==> config.mk <==
export PLATFORM = sky130hd
export DESIGN_NAME = fft_butterfly_flat
export DESIGN_NICKNAME = d
export VERILOG_FILES = /design/src/rtl/fft_pkg.sv /design/src/rtl/fft_butterfly_if.sv /design/src/rtl/cmul_q15.sv /design/src/rtl/fft_butterfly.sv /design/src/flat_wrapper.sv
export SDC_FILE = /design/constraint.sdc
export NUM_CORES = 2
export LEC_CHECK = 0
export BUFFER_PORTS_ARGS = -buffer_cell sky130_fd_sc_hd__buf_2
export CAP_MARGIN = 0
export CORE_MARGIN = 3
export CORE_UTILIZATION = 45
export DETAILED_ROUTE_END_ITERATION = 12
export PLACE_DENSITY = 0.65
export SLEW_MARGIN = 20
export SYNTH_ARGS = -nofsm -noshare
export SYNTH_HDL_FRONTEND = slang
export SYNTH_SLANG_ARGS = --single-unit
==> constraint.sdc <==
create_clock -name clk -period 9.85 [get_ports clk]
set_input_delay 0.985 -clock clk [delete_from_list [all_inputs] [get_ports clk]]
set_output_delay 0.985 -clock clk [all_outputs]
set_load 0.02 [all_outputs]
==> src/rtl/fft_pkg.sv <==
// rtl/fft_pkg.sv - shared FFT types, Q1.15 constants and saturation helper
package fft_pkg;

  localparam int DW = 16;
  localparam int Q  = 15;

  // Half an LSB of Q1.15 in the 33-bit product domain.
  localparam logic signed [32:0] ROUND_Q15 = 33'sd16384;

  typedef struct packed {
    logic signed [DW-1:0] re;
    logic signed [DW-1:0] im;
  } cplx_t;

  // Clamp a wide signed value to the 16-bit Q1.15 range.
  function automatic logic signed [DW-1:0] sat16(input logic signed [32:0] x);
    if (x > 33'sd32767) begin
      return 16'sh7FFF;
    end else if (x < -33'sd32768) begin
      return 16'sh8000;
    end else begin
      return x[DW-1:0];
    end
  endfunction

endpackage

==> src/rtl/fft_butterfly_if.sv <==
// rtl/fft_butterfly_if.sv - operand, twiddle and result bundle for the butterfly
interface fft_butterfly_if;
  import fft_pkg::*;

  logic                 in_valid;
  logic                 in_ready;
  logic [2:0]           in_index;
  logic signed [DW-1:0] a_re;
  logic signed [DW-1:0] a_im;
  logic signed [DW-1:0] b_re;
  logic signed [DW-1:0] b_im;
  logic [2:0]           tw_index;
  logic signed [DW-1:0] tw_re;
  logic signed [DW-1:0] tw_im;
  logic                 out_valid;
  logic                 out_ready;
  logic signed [DW-1:0] x0_re;
  logic signed [DW-1:0] x0_im;
  logic signed [DW-1:0] x1_re;
  logic signed [DW-1:0] x1_im;

  modport slave (
    input  in_valid, in_index, a_re, a_im, b_re, b_im, tw_re, tw_im, out_ready,
    output in_ready, tw_index, out_valid, x0_re, x0_im, x1_re, x1_im
  );

  modport master (
    output in_valid, in_index, a_re, a_im, b_re, b_im, tw_re, tw_im, out_ready,
    input  in_ready, tw_index, out_valid, x0_re, x0_im, x1_re, x1_im
  );

endinterface

==> src/rtl/cmul_q15.sv <==
// rtl/cmul_q15.sv - combinational Q1.15 complex multiply with rounding and saturation
module cmul_q15
  import fft_pkg::*;
(
  input  cplx_t a,
  input  cplx_t b,
  output cplx_t p
);

  logic signed [DW-1:0]   ar, ai, br, bi;
  logic signed [2*DW-1:0] rr, ii, ri, ir;
  logic signed [32:0]     re_full, im_full;

  // Four full-precision products, combined in 33 bits, rounded half-up and clamped.
  always_comb begin
    ar      = a.re;
    ai      = a.im;
    br      = b.re;
    bi      = b.im;
    rr      = ar * br;
    ii      = ai * bi;
    ri      = ar * bi;
    ir      = ai * br;
    re_full = {rr[2*DW-1], rr} - {ii[2*DW-1], ii} + ROUND_Q15;
    im_full = {ri[2*DW-1], ri} + {ir[2*DW-1], ir} + ROUND_Q15;
    p.re    = sat16(re_full >>> Q);
    p.im    = sat16(im_full >>> Q);
  end

endmodule

==> src/rtl/fft_butterfly.sv <==
// rtl/fft_butterfly.sv - 3-stage radix-2 DIT butterfly; FFT_BFLY_SCALE_EN selects 1/2 output scaling
module fft_butterfly
  import fft_pkg::*;
(
  input logic            clk,
  input logic            rst,
  fft_butterfly_if.slave bif
);

  logic       en;
  cplx_t      tw_w, p_w;
  cplx_t      s1_a_q, s1_a_d, s1_b_q, s1_b_d;
  cplx_t      s2_a_q, s2_a_d, s2_p_q, s2_p_d;
  cplx_t      x0_q, x0_d, x1_q, x1_d;
  logic [2:0] s1_index_q, s1_index_d;
  logic       v1_q, v1_d, v2_q, v2_d, out_valid_q, out_valid_d;
  logic signed [DW:0] sum_re, sum_im, dif_re, dif_im;

`ifdef FFT_BFLY_SCALE_EN
  // Halve with round-half-up; the 17-bit sum always lands inside 16 bits.
  function automatic logic signed [DW-1:0] narrow(input logic signed [DW:0] x);
    return DW'((x + 17'sd1) >>> 1);
  endfunction
`else
  // Keep full scale and clamp on overflow.
  function automatic logic signed [DW-1:0] narrow(input logic signed [DW:0] x);
    return sat16({{(32-DW){x[DW]}}, x});
  endfunction
`endif

  // The whole pipeline advances together; only a held output stalls it.
  assign en            = !out_valid_q || bif.out_ready;
  assign bif.in_ready  = en;
  // During a stall the ROM keeps re-reading the S1 index so its data stays aligned with S1.
  assign bif.tw_index  = en ? bif.in_index : s1_index_q;
  assign bif.out_valid = out_valid_q;
  assign bif.x0_re     = x0_q.re;
  assign bif.x0_im     = x0_q.im;
  assign bif.x1_re     = x1_q.re;
  assign bif.x1_im     = x1_q.im;
  assign tw_w          = {bif.tw_re, bif.tw_im};

  cmul_q15 u_cmul (
    .a (s1_b_q),
    .b (tw_w),
    .p (p_w)
  );

  // Next-state for all three stages: hold by default, load on advance.
  always_comb begin
    s1_a_d      = s1_a_q;
    s1_b_d      = s1_b_q;
    s1_index_d  = s1_index_q;
    v1_d        = v1_q;
    s2_a_d      = s2_a_q;
    s2_p_d      = s2_p_q;
    v2_d        = v2_q;
    x0_d        = x0_q;
    x1_d        = x1_q;
    out_valid_d = out_valid_q;
    sum_re      = {s2_a_q.re[DW-1], s2_a_q.re} + {s2_p_q.re[DW-1], s2_p_q.re};
    sum_im      = {s2_a_q.im[DW-1], s2_a_q.im} + {s2_p_q.im[DW-1], s2_p_q.im};
    dif_re      = {s2_a_q.re[DW-1], s2_a_q.re} - {s2_p_q.re[DW-1], s2_p_q.re};
    dif_im      = {s2_a_q.im[DW-1], s2_a_q.im} - {s2_p_q.im[DW-1], s2_p_q.im};
    if (en) begin
      s1_a_d      = {bif.a_re, bif.a_im};
      s1_b_d      = {bif.b_re, bif.b_im};
      s1_index_d  = bif.in_index;
      v1_d        = bif.in_valid;
      s2_a_d      = s1_a_q;
      s2_p_d      = p_w;
      v2_d        = v1_q;
      x0_d.re     = narrow(sum_re);
      x0_d.im     = narrow(sum_im);
      x1_d.re     = narrow(dif_re);
      x1_d.im     = narrow(dif_im);
      out_valid_d = v2_q;
    end
  end

  // Pipeline registers; reset discards everything in flight.
  always_ff @(posedge clk or posedge rst) begin
    if (rst) begin
      s1_a_q      <= '0;
      s1_b_q      <= '0;
      s1_index_q  <= '0;
      v1_q        <= 1'b0;
      s2_a_q      <= '0;
      s2_p_q      <= '0;
      v2_q        <= 1'b0;
      x0_q        <= '0;
      x1_q        <= '0;
      out_valid_q <= 1'b0;
    end else begin
      s1_a_q      <= s1_a_d;
      s1_b_q      <= s1_b_d;
      s1_index_q  <= s1_index_d;
      v1_q        <= v1_d;
      s2_a_q      <= s2_a_d;
      s2_p_q      <= s2_p_d;
      v2_q        <= v2_d;
      x0_q        <= x0_d;
      x1_q        <= x1_d;
      out_valid_q <= out_valid_d;
    end
  end

endmodule

==> src/flat_wrapper.sv <==
// flat-port wrapper written by rule: the top's interface ports become plain ports
module fft_butterfly_flat import fft_pkg::*;
  (clk, rst, bif_in_valid, bif_in_index, bif_a_re, bif_a_im, bif_b_re, bif_b_im, bif_tw_re, bif_tw_im, bif_out_ready, bif_in_ready, bif_tw_index, bif_out_valid, bif_x0_re, bif_x0_im, bif_x1_re, bif_x1_im);
  fft_butterfly_if bif_i ();
  input logic clk;
  input logic rst;
  input wire logic [$bits(bif_i.in_valid)-1:0] bif_in_valid;
  input wire logic [$bits(bif_i.in_index)-1:0] bif_in_index;
  input wire logic [$bits(bif_i.a_re)-1:0] bif_a_re;
  input wire logic [$bits(bif_i.a_im)-1:0] bif_a_im;
  input wire logic [$bits(bif_i.b_re)-1:0] bif_b_re;
  input wire logic [$bits(bif_i.b_im)-1:0] bif_b_im;
  input wire logic [$bits(bif_i.tw_re)-1:0] bif_tw_re;
  input wire logic [$bits(bif_i.tw_im)-1:0] bif_tw_im;
  input wire logic [$bits(bif_i.out_ready)-1:0] bif_out_ready;
  output wire logic [$bits(bif_i.in_ready)-1:0] bif_in_ready;
  output wire logic [$bits(bif_i.tw_index)-1:0] bif_tw_index;
  output wire logic [$bits(bif_i.out_valid)-1:0] bif_out_valid;
  output wire logic [$bits(bif_i.x0_re)-1:0] bif_x0_re;
  output wire logic [$bits(bif_i.x0_im)-1:0] bif_x0_im;
  output wire logic [$bits(bif_i.x1_re)-1:0] bif_x1_re;
  output wire logic [$bits(bif_i.x1_im)-1:0] bif_x1_im;
  assign bif_i.in_valid = bif_in_valid;
  assign bif_i.in_index = bif_in_index;
  assign bif_i.a_re = bif_a_re;
  assign bif_i.a_im = bif_a_im;
  assign bif_i.b_re = bif_b_re;
  assign bif_i.b_im = bif_b_im;
  assign bif_i.tw_re = bif_tw_re;
  assign bif_i.tw_im = bif_tw_im;
  assign bif_i.out_ready = bif_out_ready;
  assign bif_in_ready = bif_i.in_ready;
  assign bif_tw_index = bif_i.tw_index;
  assign bif_out_valid = bif_i.out_valid;
  assign bif_x0_re = bif_i.x0_re;
  assign bif_x0_im = bif_i.x0_im;
  assign bif_x1_re = bif_i.x1_re;
  assign bif_x1_im = bif_i.x1_im;
  fft_butterfly u_core (.clk(clk), .rst(rst), .bif(bif_i));
endmodule
==> impl_metrics.ini <==
[job]
max-cap-violations = 0

[clock_tree]
post_cts.repair.setup_buffers = 0
cts.sinks = 198
cts-hold-fix-buffers = 0
htreeDepth = 4
clkSlewWorstSetupHoldPaths_ns = 0.08
cts_inserted_buffers = 17
tritoncts = yes
post_cts_resize_count = 0
clockBufferDepth = 2
insertion_delay_ns = 0.52
cts-root-buf = clkbuf_16

[worst_setup_path]
crit_start = u_core.s1_b_q[19]
reg2reg_from = u_core.s1_b_q[19]
path_delay_family = adder cells
cp_slowest_cell = dfrtp_1
max_stage_delay_ns = 0.95
start_kind = flip-flop
critPathArrivalTime_ns = 9.25
cp_num_buf_inv = 6
crit_top_cell = fa_1
critPathMaxFanout = 19
path_class = flip-flop to flip-flop
cp.required_ns = 10.27
endpoint_kind = flip-flop

[logic_synthesis]
synth.avg_cell_area_um2 = 9.26
synthAdderAreaFrac_pct = 56.3
ys_ff_latch = 198
synthCells = 5440
synth_warnings = 0
ys.flop_type = dfrtp_1
synth_top_cell_by_area = fa_1
synth_cell_types = 70
syn_area_um2 = 50400
synth_top_family_by_area = adder cells
synth_edf_count = 0
synth_top_area_share_pct = 46.8
synth-xor-area-share_pct = 2.17
yosys.area_share.simple_pct = 15.1
yosys-top-cells-area = fa_1 47%, inv_1 10%, dfrtp_1 9.8%
synth-compound-area-share_pct = 4.49
muxShareOfSynthArea_pct = 0
yosysSeqAreaShare_pct = 9.84
synth_nets = 7083
synthArstFlopShare_pct = 100

[sta]
fin_skew_ns = 0.0283
final_max_slew_viol_count = 0
clock.fmax_mhz = 113
rsz0062_at_grt = no
tightest_slew_ns = 1.12
setup_viol = 0
maxSlewHeadroom_pct = 25.6
finalCritPeriodShare_pct = 89.7
period_minus_slack_ns = 8.83
fin_tns_setup_ns = 0
holdWs_ns = 0.463
finalHoldViolCount = 0

[die]
die_area_um2 = 116000
ios = 172
fp.dieH_um = 341
core_area_um2 = 111000
start_util_pct = 45.5
die_w_um = 341
fp-row-count = 122

[global_routing]
gr-usage-all-layers_pct = 23.7
antenna_found_initial = 11
overflow = 0
grt_pass1_wl_um = 215000
grt_max_degree = 102
grt_pass1_vias = 39000

[placed_design]
hpwl_um = 109000
dp_cells = 6924
place.gp.congestion = 0.927
portBuffers = 171

[hold_path]
hp-class = flip-flop to flip-flop
hold_start = u_core.s1_a_q[27]

[route]
drt_iter0_markers = 2360
wl_um = 130000
drtPass1Iterations = 5
drt.antenna.violating_nets = 0
vias_per_cell = 5.07
num_vias = 35300
drc = 0
wl_per_cell_um = 18.7

[layout]
nets = 7098
final_util_pct = 48.1
area_growth_pct = 5.90
final_layout_size_suffix_gt1_share_pct = 5.85
stdcell_count = 6960

[outcome]
status = finished clean
per-stage QoR:
step | setup WS (ns) | cell area, um^2
finish | 1.02 | 53300
global route | 0.593 | 53300
CTS | 1.03 | 53300
detailed placement | 0.622 | 52800
global placement | 0.711 | 52800
floorplan | 1.49 | 50400
final cells by class:
class / count / area [um^2]
flip-flops and latches: 198 / 4950
fillers: 10600 / 57500
clock inverters: 13 / 141
repair buffers: 254 / 1490
inverters: 1359 / 5110
multi-input cells: 3625 / 39300
clock buffers: 18 / 429
well taps: 1488 / 1860
diodes: 5 / 12.5
worst paths after layout:
| check | depth (start not counted) | slack, ns | endpoint |
|---|---|---|---|
| min in group asynchronous | 2 | 0.60 | u_core.bif.x1_im[5] |
| min | 2 | 0.46 | u_core.s2_a_q[27] |
| max reg2reg | 26 | 1.02 | u_core.s2_p_q[13] |
| max in group asynchronous | 4 | 7.28 | u_core.s1_b_q[9] |
| min reg2reg | 2 | 0.46 | u_core.s2_a_q[27] |
| max | 26 | 1.02 | u_core.s2_p_q[13] |
cell usage after synthesis (3+ instances only):
| cell type | number |
|---|---|
| inv_1 | 1359 |
| fa_1 | 1177 |
| nand2_1 | 816 |
| and2_1 | 520 |
| ha_1 | 363 |
| clkbuf_1 | 239 |
| dfrtp_1 | 198 |
| nor2_1 | 117 |
| a21oi_1 | 104 |
| xnor2_1 | 91 |
| o21ai_0 | 78 |
| nor2b_1 | 40 |
| nand2b_1 | 33 |
| xor2_1 | 29 |
| a21o_1 | 25 |
| maj3_1 | 25 |
| a22oi_1 | 17 |
| nor3_1 | 17 |
| a31oi_1 | 13 |
| o21a_1 | 12 |
| o21bai_1 | 12 |
| or3_1 | 12 |
| buf_2 | 11 |
| nand3_1 | 11 |
| o22ai_2 | 10 |
| and3_1 | 8 |
| o211ai_1 | 8 |
| o21ai_1 | 8 |
| o22a_1 | 7 |
| o22ai_1 | 7 |
| a211oi_1 | 6 |
| buf_1 | 6 |
| nand4_1 | 5 |
| nor4_1 | 4 |
| or2_2 | 4 |
| a221oi_1 | 3 |
| a2bb2oi_1 | 3 |
cells in the final DEF, fill, tap and decap left out, types with 8 or more instances in the layout:
master and n:
a21o_1 25, a21oi_1 104, a22oi_1 17, a31oi_1 13
and2_1 520, and3_1 8, buf_2 171, buf_4 82
clkbuf_16 17, dfrtp_1 198, fa_1 1177, ha_1 363
inv_1 1357, maj3_1 25, nand2_1 816, nand2b_1 33
nand3_1 11, nor2_1 117, nor2b_1 39, nor3_1 17
o211ai_1 8, o21a_1 12, o21ai_0 78, o21ai_1 8
o21bai_1 12, o22ai_2 10, or3_1 12, xnor2_1 90
xor2_1 29
sequential cells by signal (all words and copies together), names as in the netlist:
signal                flops
u_core.v2_q               1
u_core.s1_index_q         3
u_core.s2_a_q            32
u_core.bif.out_valid      1
u_core.bif.x1_im         16
u_core.s2_p_q            32
u_core.bif.x0_re         16
u_core.s1_a_q            32
u_core.bif.x0_im         16
u_core.v1_q               1
u_core.bif.x1_re         16
u_core.s1_b_q            32
kinds of logic after synthesis:
kind of cell | count (synthesis)
AOI/OAI and AO/OA | 344
xor gates and xnor gates | 122
adders and majority gates | 1565
buffers and inverters | 1617
DFF | 198
and+or+nand+nor | 1594
routing by layer:
metal	vias to the layer above	share of wire (%)	track usage (%)
met5	-	0.026	0
met4	6	2.7	5.95
met3	163	6.9	4.00
met2	980	47	38.7
met1	18400	44	33.1
li1	15700	-	-
worst min-delay path: stages, from the launching register on:
cell and delay [ns]:
dfrtp_1 0.34, nand2_1 0.05, nand2_1 0.05
Power is not shown: default switching activity piles up to over one toggle a cycle in this logic, so the estimate is an artifact.
